## src/rtl/mem_port_arbiter_pkg.sv

```systemverilog
// rtl/mem_port_arbiter_pkg.sv - FSM states, requester IDs, size code and grant helper for mem_port_arbiter
package mem_port_arbiter_pkg;

    typedef enum logic [1:0] {
        MA_IDLE   = 2'd0,
        MA_ACCESS = 2'd1,
        MA_RESP   = 2'd2
    } ma_state_e;

    typedef enum logic {
        MA_FETCH = 1'b0,
        MA_DATA  = 1'b1
    } ma_req_e;

    localparam logic [2:0] SIZE_WORD = 3'b010;

    // tie_winner only matters when both requesters are asking at once
    function automatic ma_req_e ma_pick(input logic i_req, input logic d_req, input ma_req_e tie_winner);
        if (i_req && d_req) begin
            return tie_winner;
        end else if (d_req) begin
            return MA_DATA;
        end
        return MA_FETCH;
    endfunction

endpackage

```

## src/rtl/mem_port_arbiter.sv

```systemverilog
// rtl/mem_port_arbiter.sv - shares the load_store port between fetch and data requesters
// Optional round-robin tie-break: define MEM_ARB_ROUND_ROBIN_EN (default is fixed data priority).
module mem_port_arbiter
    import mem_port_arbiter_pkg::*;
#(
    parameter int unsigned LATENCY = 1
) (
    input  logic        CLK,
    input  logic        reset,
    input  logic        i_req,
    input  logic [31:0] i_addr,
    output logic [31:0] i_rdata,
    output logic        i_ack,
    output logic        i_err,
    input  logic        d_req,
    input  logic [31:0] d_addr,
    input  logic [31:0] d_wdata,
    input  logic [2:0]  d_size,
    input  logic        d_wr,
    output logic [31:0] d_rdata,
    output logic        d_ack,
    output logic        d_err,
    output logic [31:0] mem_addr,
    output logic [31:0] mem_wdata,
    output logic [2:0]  mem_size,
    output logic        mem_wr,
    output logic        mem_en,
    input  logic [31:0] mem_rdata,
    input  logic        mem_exception
);

    localparam logic [3:0] ACCESS_CNT = 4'(LATENCY);

    ma_state_e   state_q, state_d;
    ma_req_e     owner_q, owner_d;
    ma_req_e     grant, tie_winner;
    logic [3:0]  cnt_q, cnt_d;
    logic [31:0] mem_addr_q, mem_addr_d;
    logic [31:0] mem_wdata_q, mem_wdata_d;
    logic [2:0]  mem_size_q, mem_size_d;
    logic        mem_wr_q, mem_wr_d;
    logic [31:0] i_rdata_q, i_rdata_d;
    logic        i_err_q, i_err_d;
    logic [31:0] d_rdata_q, d_rdata_d;
    logic        d_err_q, d_err_d;

`ifdef MEM_ARB_ROUND_ROBIN_EN
    ma_req_e last_grant_q, last_grant_d;

    assign tie_winner = (last_grant_q == MA_FETCH) ? MA_DATA : MA_FETCH;

    always_ff @(posedge CLK or negedge reset) begin
        if (!reset) begin
            last_grant_q <= MA_FETCH;
        end else begin
            last_grant_q <= last_grant_d;
        end
    end
`else
    assign tie_winner = MA_DATA;
`endif

    assign grant = ma_pick(i_req, d_req, tie_winner);

    always_comb begin
        state_d     = state_q;
        owner_d     = owner_q;
        cnt_d       = cnt_q;
        mem_addr_d  = mem_addr_q;
        mem_wdata_d = mem_wdata_q;
        mem_size_d  = mem_size_q;
        mem_wr_d    = mem_wr_q;
        i_rdata_d   = i_rdata_q;
        i_err_d     = i_err_q;
        d_rdata_d   = d_rdata_q;
        d_err_d     = d_err_q;
`ifdef MEM_ARB_ROUND_ROBIN_EN
        last_grant_d = last_grant_q;
`endif
        unique case (state_q)
            MA_IDLE: begin
                if (i_req || d_req) begin
                    owner_d = grant;
                    cnt_d   = ACCESS_CNT;
                    state_d = MA_ACCESS;
`ifdef MEM_ARB_ROUND_ROBIN_EN
                    last_grant_d = grant;
`endif
                    if (grant == MA_DATA) begin
                        mem_addr_d  = d_addr;
                        mem_wdata_d = d_wdata;
                        mem_size_d  = d_size;
                        mem_wr_d    = d_wr;
                    end else begin
                        mem_addr_d  = i_addr;
                        mem_wdata_d = '0;
                        mem_size_d  = SIZE_WORD;
                        mem_wr_d    = 1'b0;
                    end
                end
            end
            MA_ACCESS: begin
                // counter runs LATENCY..0, giving LATENCY+1 enabled cycles
                if (cnt_q == 4'd0) begin
                    state_d = MA_RESP;
                    if (owner_q == MA_DATA) begin
                        d_rdata_d = mem_rdata;
                        d_err_d   = mem_exception;
                    end else begin
                        i_rdata_d = mem_rdata;
                        i_err_d   = mem_exception;
                    end
                end else begin
                    cnt_d = cnt_q - 4'd1;
                end
            end
            MA_RESP: begin
                state_d = MA_IDLE;
            end
            default: begin
                state_d = MA_IDLE;
            end
        endcase
    end

    always_ff @(posedge CLK or negedge reset) begin
        if (!reset) begin
            state_q     <= MA_IDLE;
            owner_q     <= MA_FETCH;
            cnt_q       <= '0;
            mem_addr_q  <= '0;
            mem_wdata_q <= '0;
            mem_size_q  <= '0;
            mem_wr_q    <= 1'b0;
            i_rdata_q   <= '0;
            i_err_q     <= 1'b0;
            d_rdata_q   <= '0;
            d_err_q     <= 1'b0;
        end else begin
            state_q     <= state_d;
            owner_q     <= owner_d;
            cnt_q       <= cnt_d;
            mem_addr_q  <= mem_addr_d;
            mem_wdata_q <= mem_wdata_d;
            mem_size_q  <= mem_size_d;
            mem_wr_q    <= mem_wr_d;
            i_rdata_q   <= i_rdata_d;
            i_err_q     <= i_err_d;
            d_rdata_q   <= d_rdata_d;
            d_err_q     <= d_err_d;
        end
    end

    // enable and acks decode from state so an asynchronous reset clears them at once
    assign mem_en    = (state_q == MA_ACCESS);
    assign mem_wr    = mem_wr_q;
    assign mem_addr  = mem_addr_q;
    assign mem_wdata = mem_wdata_q;
    assign mem_size  = mem_size_q;
    assign i_ack     = (state_q == MA_RESP) && (owner_q == MA_FETCH);
    assign d_ack     = (state_q == MA_RESP) && (owner_q == MA_DATA);
    assign i_rdata   = i_rdata_q;
    assign i_err     = i_err_q;
    assign d_rdata   = d_rdata_q;
    assign d_err     = d_err_q;

endmodule
```

## config.mk

```make
export PLATFORM = sky130hd
export DESIGN_NAME = mem_port_arbiter
export DESIGN_NICKNAME = d
export VERILOG_FILES = /design/src/rtl/mem_port_arbiter_pkg.sv /design/src/rtl/mem_port_arbiter.sv
export SDC_FILE = /design/constraint.sdc
export NUM_CORES = 1
export LEC_CHECK = 0
export ABC_AREA = 1
export BUFFER_PORTS_ARGS = -buffer_cell sky130_fd_sc_hd__buf_2
export CAP_MARGIN = 10
export CORE_MARGIN = 2
export CORE_UTILIZATION = 45
export DETAILED_ROUTE_END_ITERATION = 7
export PLACE_DENSITY_LB_ADDON = 0.1
export SETUP_SLACK_MARGIN = 0.3
export SYNTH_ARGS = -nofsm -noshare
export SYNTH_HDL_FRONTEND = slang
export SYNTH_SLANG_ARGS = --single-unit
```

## constraint.sdc

```tcl
create_clock -name CLK -period 3.6 [get_ports CLK]
set_input_delay 0.36 -clock CLK [delete_from_list [all_inputs] [get_ports CLK]]
set_output_delay 0.36 -clock CLK [all_outputs]
set_load 0.005 [all_outputs]
```

==> metrics.log, run 1 <==
[metrics] number of setup buffers added after CTS: 0
[metrics] path type of the worst setup path: register to register
[metrics] critical register-to-register path startpoint: cnt_q[0]
[metrics] Worst path depth: 7
[metrics] FP Rows: 40
[metrics] run status: finished clean
[metrics] synthesized net count: between 600 and 700
[metrics] number of global-route vias before repair: 4588
[metrics] CTS Root Cell: clkbuf_16
[metrics] period utilisation layout: 56.74%
[metrics] CTS tree: done
[metrics] skew final: 0.006397 ns
[metrics] overall power: 0.006760 W
[metrics] wire length after detailed routing: 14020 um
[metrics] post-DP HPWL: 9849 um
[metrics] number of hold buffers added after CTS: 0
[metrics] die area: 0.01341 sq mm
[metrics] non-filler cells, final: 992
[metrics] layout cell share with drive strength beyond 1: 40.34%
[metrics] crit path from: cnt_q[0]
[metrics] Final Core Density: between 60% and 70%
[metrics] data arrival time of the critical path: approximately 2.3 ns
[metrics] fmax: 489.5 MHz
[metrics] synthesized area divided by synthesized cell count: 10.26 sq um
[metrics] post-route antenna net violation count: 0
[metrics] VDD IR max: 0.4312 mV
[metrics] antenna violations before repair: 1
[metrics] final routed wire length divided by cell count: 14.13 um
[metrics] top-level I/O count: 274
[metrics] maximum number of pins on one net before global-route repair: about 90
[metrics] Cell variety after synth: 23
[metrics] Die Span Y: between 100 and 150 um
[metrics] met1 routing resource usage after global routing: 26.72%
[metrics] global-route wire length before repair: 22100 um
[metrics] Relative slew margins: a little under two fifths
[metrics] r2r setup slk: 1.56 ns
[metrics] depth of the worst register-to-register path: 7
[metrics] final estimated routing congestion in global placement: 0.7964
[metrics] number of sinks handled by clock tree synthesis: between 100 and 150
[metrics] GRT overflow: 0
[metrics] met2 routing resource usage after global routing: roughly 33%
[metrics] maximum net fanout on the critical path: 37
[metrics] Max stage delay on crit path: 0.45 ns
[metrics] final slew viol count: 0
[metrics] remaining design rule violation count: 0
[metrics] number of design-rule violations left by the first detailed-router iteration: between 200 and 300
[metrics] maximum number of buffers from clock root to sink: 2
[metrics] vias after detailed routing: 4745
[metrics] crit path launch type: register
[metrics] total of endpoints with negative setup slack in the final report: 0
[metrics] critical path required time: 3.87 ns
[metrics] fin nets: 951
[metrics] total number of yosys warnings: 0
[metrics] initial standard-cell utilization of the core: 46.44%
[metrics] number of port buffers: 273
[metrics] TritonCTS buffer count: 17
[metrics] crit path capture type: register
[metrics] buffers plus inverters on the worst setup path: 2
[metrics] synthesized netlist cell count: between 500 and 600
[metrics] Clk Latency, worst-skew pair: 0.41 ns
[metrics] time the final worst path needs with I/O delays and setup: between 2 and 2.5 ns
[metrics] count of cells resized by post-cts repair: 0
[metrics] Lkg Pwr: 4.086 nW
[metrics] CTS clock-pin slew for the worst setup and hold paths: roughly 0.06 ns
[metrics] terminus of the critical flop-to-flop path: d_rdata[19]
[metrics] library cell contributing the largest single delay on the critical path: buf_4
[metrics] width of the die: 115.8 um
[metrics] number of flip-flops and latches in the synthesized netlist: 141
[metrics] htree depth: 4
[metrics] cell breakdown of the critical path: inv_1, ha_1, nand2_1, nor2_4, nand2_2, buf_4, o21ai_0
[metrics] total of max-cap violations: 0
[metrics] power per cell area: between 800 and 900 mW/mm^2
[metrics] total placed cells including tap cells: 961
[metrics] crit path to: d_rdata[19]
[metrics] synthesis-to-finish area growth: 34.53%
[metrics] Global Route met3 Usage: about 7.8%
[metrics] top cell family by delay on the critical path: simple AND/OR/NAND/NOR gates
[metrics] cell area after synthesis: 0.005624 sq mm
[metrics] most used routing layer: met2
[metrics] via/cell ratio: 4.783
[metrics] final hold violation count: 0
[metrics] area of the placeable core: about 0.012 sq mm
[metrics] Yosys top cell area share: 62.74%
[metrics] class of the tightest hold or removal check: primary input to async pin
[metrics] most area-consuming cells after synthesis: dfrtp_1, nand2_1, a22o_1, o21ai_0, a31oi_1
[metrics] setup total negative slack: 0 ns
[metrics] share of synthesized area occupied by flip-flops and latches: between 60% and 70%
[metrics] cell accounting for the most synthesized area: dfrtp_1
[metrics] overall routing resource usage: 21.21%
[metrics] setup repair after global routing missed its margin: false
[metrics] slew at the pin closest to its max-slew limit: 0.9294 ns
[metrics] Pre-Repair DR Iteration Count: 6
-- placed cells by master (no fill, tap or decap), drive strengths merged, types with 2 or more instances in the layout --
cell / synthesis / routed
o21ai: 72 / 72
nor3: 2 / 2
nand2: 140 / 140
clkinv: 1 / 6
clkinvlp: 0 / 2
clkbuf: 12 / 22
nand3: 2 / 2
inv: 41 / 41
ha: 2 / 2
buf: 22 / 279
a22o: 35 / 35
a31oi: 32 / 32
nor2: 43 / 43
dfrtp: 141 / 141
-- final cells by class --
| class | count | area, sq um |
|---|---|---|
| Multi-Input combinational cell | 331 | 1725 |
| Sequential cell | 141 | 3528 |
| Fill cell | 1087 | 4546 |
| Inverter | 42 | 157.7 |
| Timing Repair Buffer | 279 | 1418 |
| Antenna cell | 1 | 2.502 |
| Tap cell | 168 | 210.2 |
| Clock buffer | 22 | 454.2 |
| Clock inverter | 8 | 70.07 |
-- flip-flops by register name (all words and copies together) (netlist names) --
signal	cells
d_rdata	32
i_rdata	32
mem_addr	32
mem_wdata	32
cnt_q	4
mem_size	3
state_q	2
d_err	1
i_err	1
mem_wr	1
owner_q	1
-- cell families after synthesis --
kind of cell | synth area share (%)
simple gates | 13.04
flops | 62.74
compound gates | 16.91
buf+inv | 6.719
fa+ha+maj | 0.4449
xor+xnor | 0.1558
-- report_power, final --
part / total (W) / internal [W] / leakage, nW / switching (W)
sequential: 0.00275 / 0.00236 / 1.70 / 0.000394
clock: 0.00157 / 0.000953 / 0.255 / 0.000617
combinational: 0.00244 / 0.00113 / 2.13 / 0.00131
total: 0.00676 / 0.00444 / 4.09 / 0.00232
-- cells in the mapped netlist --
master and number:
dfrtp_1 141, nor3_1 2, a22o_1 35, o21ai_0 41, nand3_1 2, inv_2 2
xor2_1 1, o21ai_2 20, nand4_1 1, nand2_2 2, ha_1 2, buf_2 11
o21ai_1 11, nor2_4 2, buf_6 10, buf_4 1, o22a_1 1, a31oi_1 32
clkbuf_1 12, nand2_1 138, inv_1 39, nor2_1 41, clkinv_1 1
-- worst min-delay path by stage --
| stage | slack [ns] | end | from | depth (start not counted) |
|---|---|---|---|---|
| 3_5_place_dp | 0.47 | i_rdata[0] | i_rdata[0] | 2 |
| 4_1_cts | 0.05 | i_rdata[6] | reset | 1 |
| 3_3_place_gp | 0.46 | i_rdata[0] | i_rdata[0] | 2 |
| 6_report | 0.009 | i_rdata[6] | reset | 1 |
| 2_1_floorplan | 0.06 | cnt_q[0] | reset | 0 |
| 5_1_grt | 0.07 | d_rdata[6] | reset | 1 |
-- stage by stage --
stage / hold slack [ns] / area, sq um / setup slack, ns
2_1_floorplan: 0.06441 / 5624 / 2.188
3_3_place_gp: 0.4621 / 7039 / 1.425
3_5_place_dp: 0.4661 / 7039 / 1.282
4_1_cts: 0.04855 / 7564 / 1.514
5_1_grt: 0.06544 / 7566 / 1.350
6_report: 0.009062 / 7566 / 1.557
-- worst reg2reg max path, cell delays in order, from the launching register on --
cell and delay (ns):
dfrtp_1 0.35, inv_1 0.09, ha_1 0.21, nand2_1 0.14
nor2_4 0.07, nand2_2 0.44, buf_4 0.46, o21ai_0 0.16
-- metal layers --
layer / vias to the layer above / part of all wire (%)
met1: 2182 / 41
met4: 0 / 2.2
met2: 203 / 48
met5: - / 0
li1: 2335 / -
met3: 25 / 9.0
Power figures use the tool's default switching activity.
==> run 2, diff against run 1 <==
--- a/config.mk
+++ b/config.mk
@@ -9,7 +9,7 @@
 export BUFFER_PORTS_ARGS = -buffer_cell sky130_fd_sc_hd__buf_2
 export CAP_MARGIN = 10
 export CORE_MARGIN = 2
-export CORE_UTILIZATION = 45
+export CORE_UTILIZATION = 42
 export DETAILED_ROUTE_END_ITERATION = 7
 export PLACE_DENSITY_LB_ADDON = 0.1
 export SETUP_SLACK_MARGIN = 0.3
==> constraint.sdc (replaced) <==
create_clock -name CLK -period 1.7 [get_ports CLK]
set_input_delay 0.17 -clock CLK [delete_from_list [all_inputs] [get_ports CLK]]
set_output_delay 0.17 -clock CLK [all_outputs]
set_load 0.005 [all_outputs]
==> metrics.log, run 2 (synthesis results as in run 1) <==
[metrics] period utilisation layout: 88.13%
[metrics] Lkg Pwr: approximately 4.6 nW
[metrics] most common cell after layout, fill and taps aside: buf_2
[metrics] VDD IR max: 0.8600 mV
[metrics] maximum number of pins on one net before global-route repair: 44
[metrics] path type of the worst setup path: register to register
[metrics] via/cell ratio: 4.917
[metrics] number of global-route vias before repair: 5371
[metrics] antenna violations before repair: 0
[metrics] number of sinks handled by clock tree synthesis: 141
[metrics] vias after detailed routing: 5271
[metrics] library cell contributing the largest single delay on the critical path: dfrtp_1
[metrics] synthesis-to-finish area growth: 53.82%
[metrics] Setup WS pre-CTS: 0.1539 ns
[metrics] Relative slew margins: 75.16%
[metrics] maximum net fanout on the critical path: 17
[metrics] TritonCTS buffer count: 17
[metrics] crit path launch type: register
[metrics] FP Rows: 42
[metrics] critical register-to-register path startpoint: cnt_q[0]
[metrics] depth of the worst register-to-register path: 9
[metrics] post-route antenna net violation count: 0
[metrics] commonest non-fill, non-tap cells in the layout: buf_2, dfrtp_1, nand2_1
[metrics] slew at the pin closest to its max-slew limit: 0.3726 ns
[metrics] maximum number of buffers from clock root to sink: 2
[metrics] setup repair after global routing missed its margin: true
[metrics] critical path required time: 2.00 ns
[metrics] CTS clock-pin slew for the worst setup and hold paths: 0.06 ns
[metrics] final hold violation count: 0
[metrics] r2r setup slk: 0.20 ns
[metrics] setup total negative slack: 0 ns
[metrics] overall routing resource usage: 23.73%
[metrics] CTS tree: done
[metrics] total placed cells including tap cells: ~1000
[metrics] fmax: 667.5 MHz
[metrics] final-layout fill cell count: 1085
[metrics] overall power: 0.01601 W
[metrics] area used by sequential logic in the layout: 0.003531 sq mm
[metrics] area of the placeable core: 0.01314 sq mm
[metrics] wire length after detailed routing: 17020 um
[metrics] post-DP HPWL: approximately 10000 um
[metrics] number of port buffers: 273
[metrics] die area: 0.01433 sq mm
[metrics] run status: finished clean
[metrics] number of design-rule violations left by the first detailed-router iteration: 314
[metrics] CTS Root Cell: clkbuf_16
[metrics] Final Core Density: 65.85%
[metrics] layout cell share with drive strength beyond 1: between 40% and 50%
[metrics] skew final: 0.006656 ns
[metrics] total of max-cap violations: 0
[metrics] remaining design rule violation count: 0
[metrics] fin nets: 1024
[metrics] end of the worst hold path: d_rdata[1]
[metrics] final estimated routing congestion in global placement: 0.7844
[metrics] Worst Min Path Start: mem_rdata[1]
[metrics] Pre-Repair DR Iteration Count: 5
[metrics] class of the tightest hold or removal check: primary input to register
[metrics] crit path from: cnt_q[0]
[metrics] global-route wire length before repair: 26550 um
[metrics] depth of the worst hold-timing path: 3
[metrics] crit path capture type: register
[metrics] Antenna Cells: 0
[metrics] buffers plus inverters on the worst setup path: 3
[metrics] cell breakdown of the critical path: inv_2, ha_4, nand2_4, nor2_4, buf_6, nand2_8, buf_16, nand2_1, o21ai_2
[metrics] Clk Latency, worst-skew pair: 0.41 ns
[metrics] time the final worst path needs with I/O delays and setup: 1.498 ns
[metrics] Die Span Y: 119.7 um
[metrics] total of endpoints with negative setup slack in the final report: 0
[metrics] width of the die: 119.7 um
[metrics] total area of multi-input combinational cells: 0.001851 sq mm
[metrics] Setup WS post-layout: just over 0.2 ns
[metrics] non-filler cells, final: 1072
[metrics] data arrival time of the critical path: approximately 1.8 ns
[metrics] Max stage delay on crit path: 0.40 ns
[metrics] initial standard-cell utilization of the core: 42.81%
[metrics] top-level I/O count: 274
[metrics] final routed wire length divided by cell count: 15.88 um
[metrics] GRT overflow: 0
[metrics] top cell family by delay on the critical path: buffers and inverters
[metrics] htree depth: 4
[metrics] terminus of the critical flop-to-flop path: d_rdata[21]
[metrics] final slew viol count: 0
[metrics] power per cell area: 1851 mW/mm^2
==> run 2: changes by cell type in the layout (fill, tap and decap cells not counted), sizes merged <==
cell / previous run / this run
dlygate4sd3: 0 / 44
buf: 279 / 307
clkbuf: 22 / 25
clkinv: 6 / 5
clkinvlp: 2 / 1
diode: 1 / 0
==> run 2: worst max path at each step <==
stage / endpoint / cells past startpoint
after global routing: d_rdata[21] / 8
after CTS: d_rdata[29] / 9
final: d_rdata[21] / 9
after floorplan: i_rdata[10] / 9
after detailed placement: i_rdata[13] / 8
after global placement: cnt_q[0] / 6
==> run 2: timing repair <==
item | in CTS | in global routing
buffers inserted | 10 | 4
hold buffers | 44 | 0
gates resized for setup | 33 | 36
pin swaps | 5 | 5
setup endpoints to repair | 72 | 110
cloned | 7 | 1
endpoints found under the hold margin | 104 | 0
==> run 2: area by class of cell <==
| type | instances | area share, % |
|---|---|---|
| Multi-Input combinational cell | 331 | 21.39 |
| Clock buffer | 24 | 5.684 |
| Timing Repair Buffer | 352 | 27.00 |
| Sequential cell | 141 | 40.82 |
| Tap cell | 176 | 2.546 |
| Clock inverter | 6 | 0.7087 |
| Inverter | 42 | 1.851 |
==> run 2: worst register-to-register path, delay by kind of cell, from the launching register on <==
family / cells / cell delay (ns)
buffers and inverters: 3 / 0.41
DFF: 1 / 0.40
adders and majority gates: 1 / 0.15
and+or+nand+nor: 4 / 0.37
AOI/OAI and AO/OA: 1 / 0.06
==> run 2: metal layers <==
| layer | GRT usage, % | up-vias | share of wire [%] | routed length (um) |
|---|---|---|---|---|
| met5 | 0 | - | 0 | 0 |
| met4 | 8.897 | 0 | 2.0 | 348 |
| met3 | 7.034 | 30 | 7.2 | 1227 |
| met2 | 41.50 | 211 | 52 | 8899 |
| met1 | 27.52 | 2541 | 38 | 6545 |
| li1 | - | 2489 | - | - |
==> run 2: power breakdown <==
part | internal, W | switching (W) | leakage (nW)
sequential | 0.00500 | 0.000905 | 1.70
combinational | 0.00330 | 0.00334 | 2.59
clock | 0.00215 | 0.00133 | 0.272
total | 0.0104 | 0.00557 | 4.56
==> run 2: stage by stage <==
| step | cell area [sq um] | hold WS, ns |
|---|---|---|
| 2_1_floorplan | 5624 | -0.1256 |
| 3_3_place_gp | 7164 | 0.09907 |
| 3_5_place_dp | 7164 | 0.09782 |
| 4_1_cts | 8502 | 0.0009759 |
| 5_1_grt | 8651 | 0.002206 |
| 6_report | 8651 | 0.01238 |
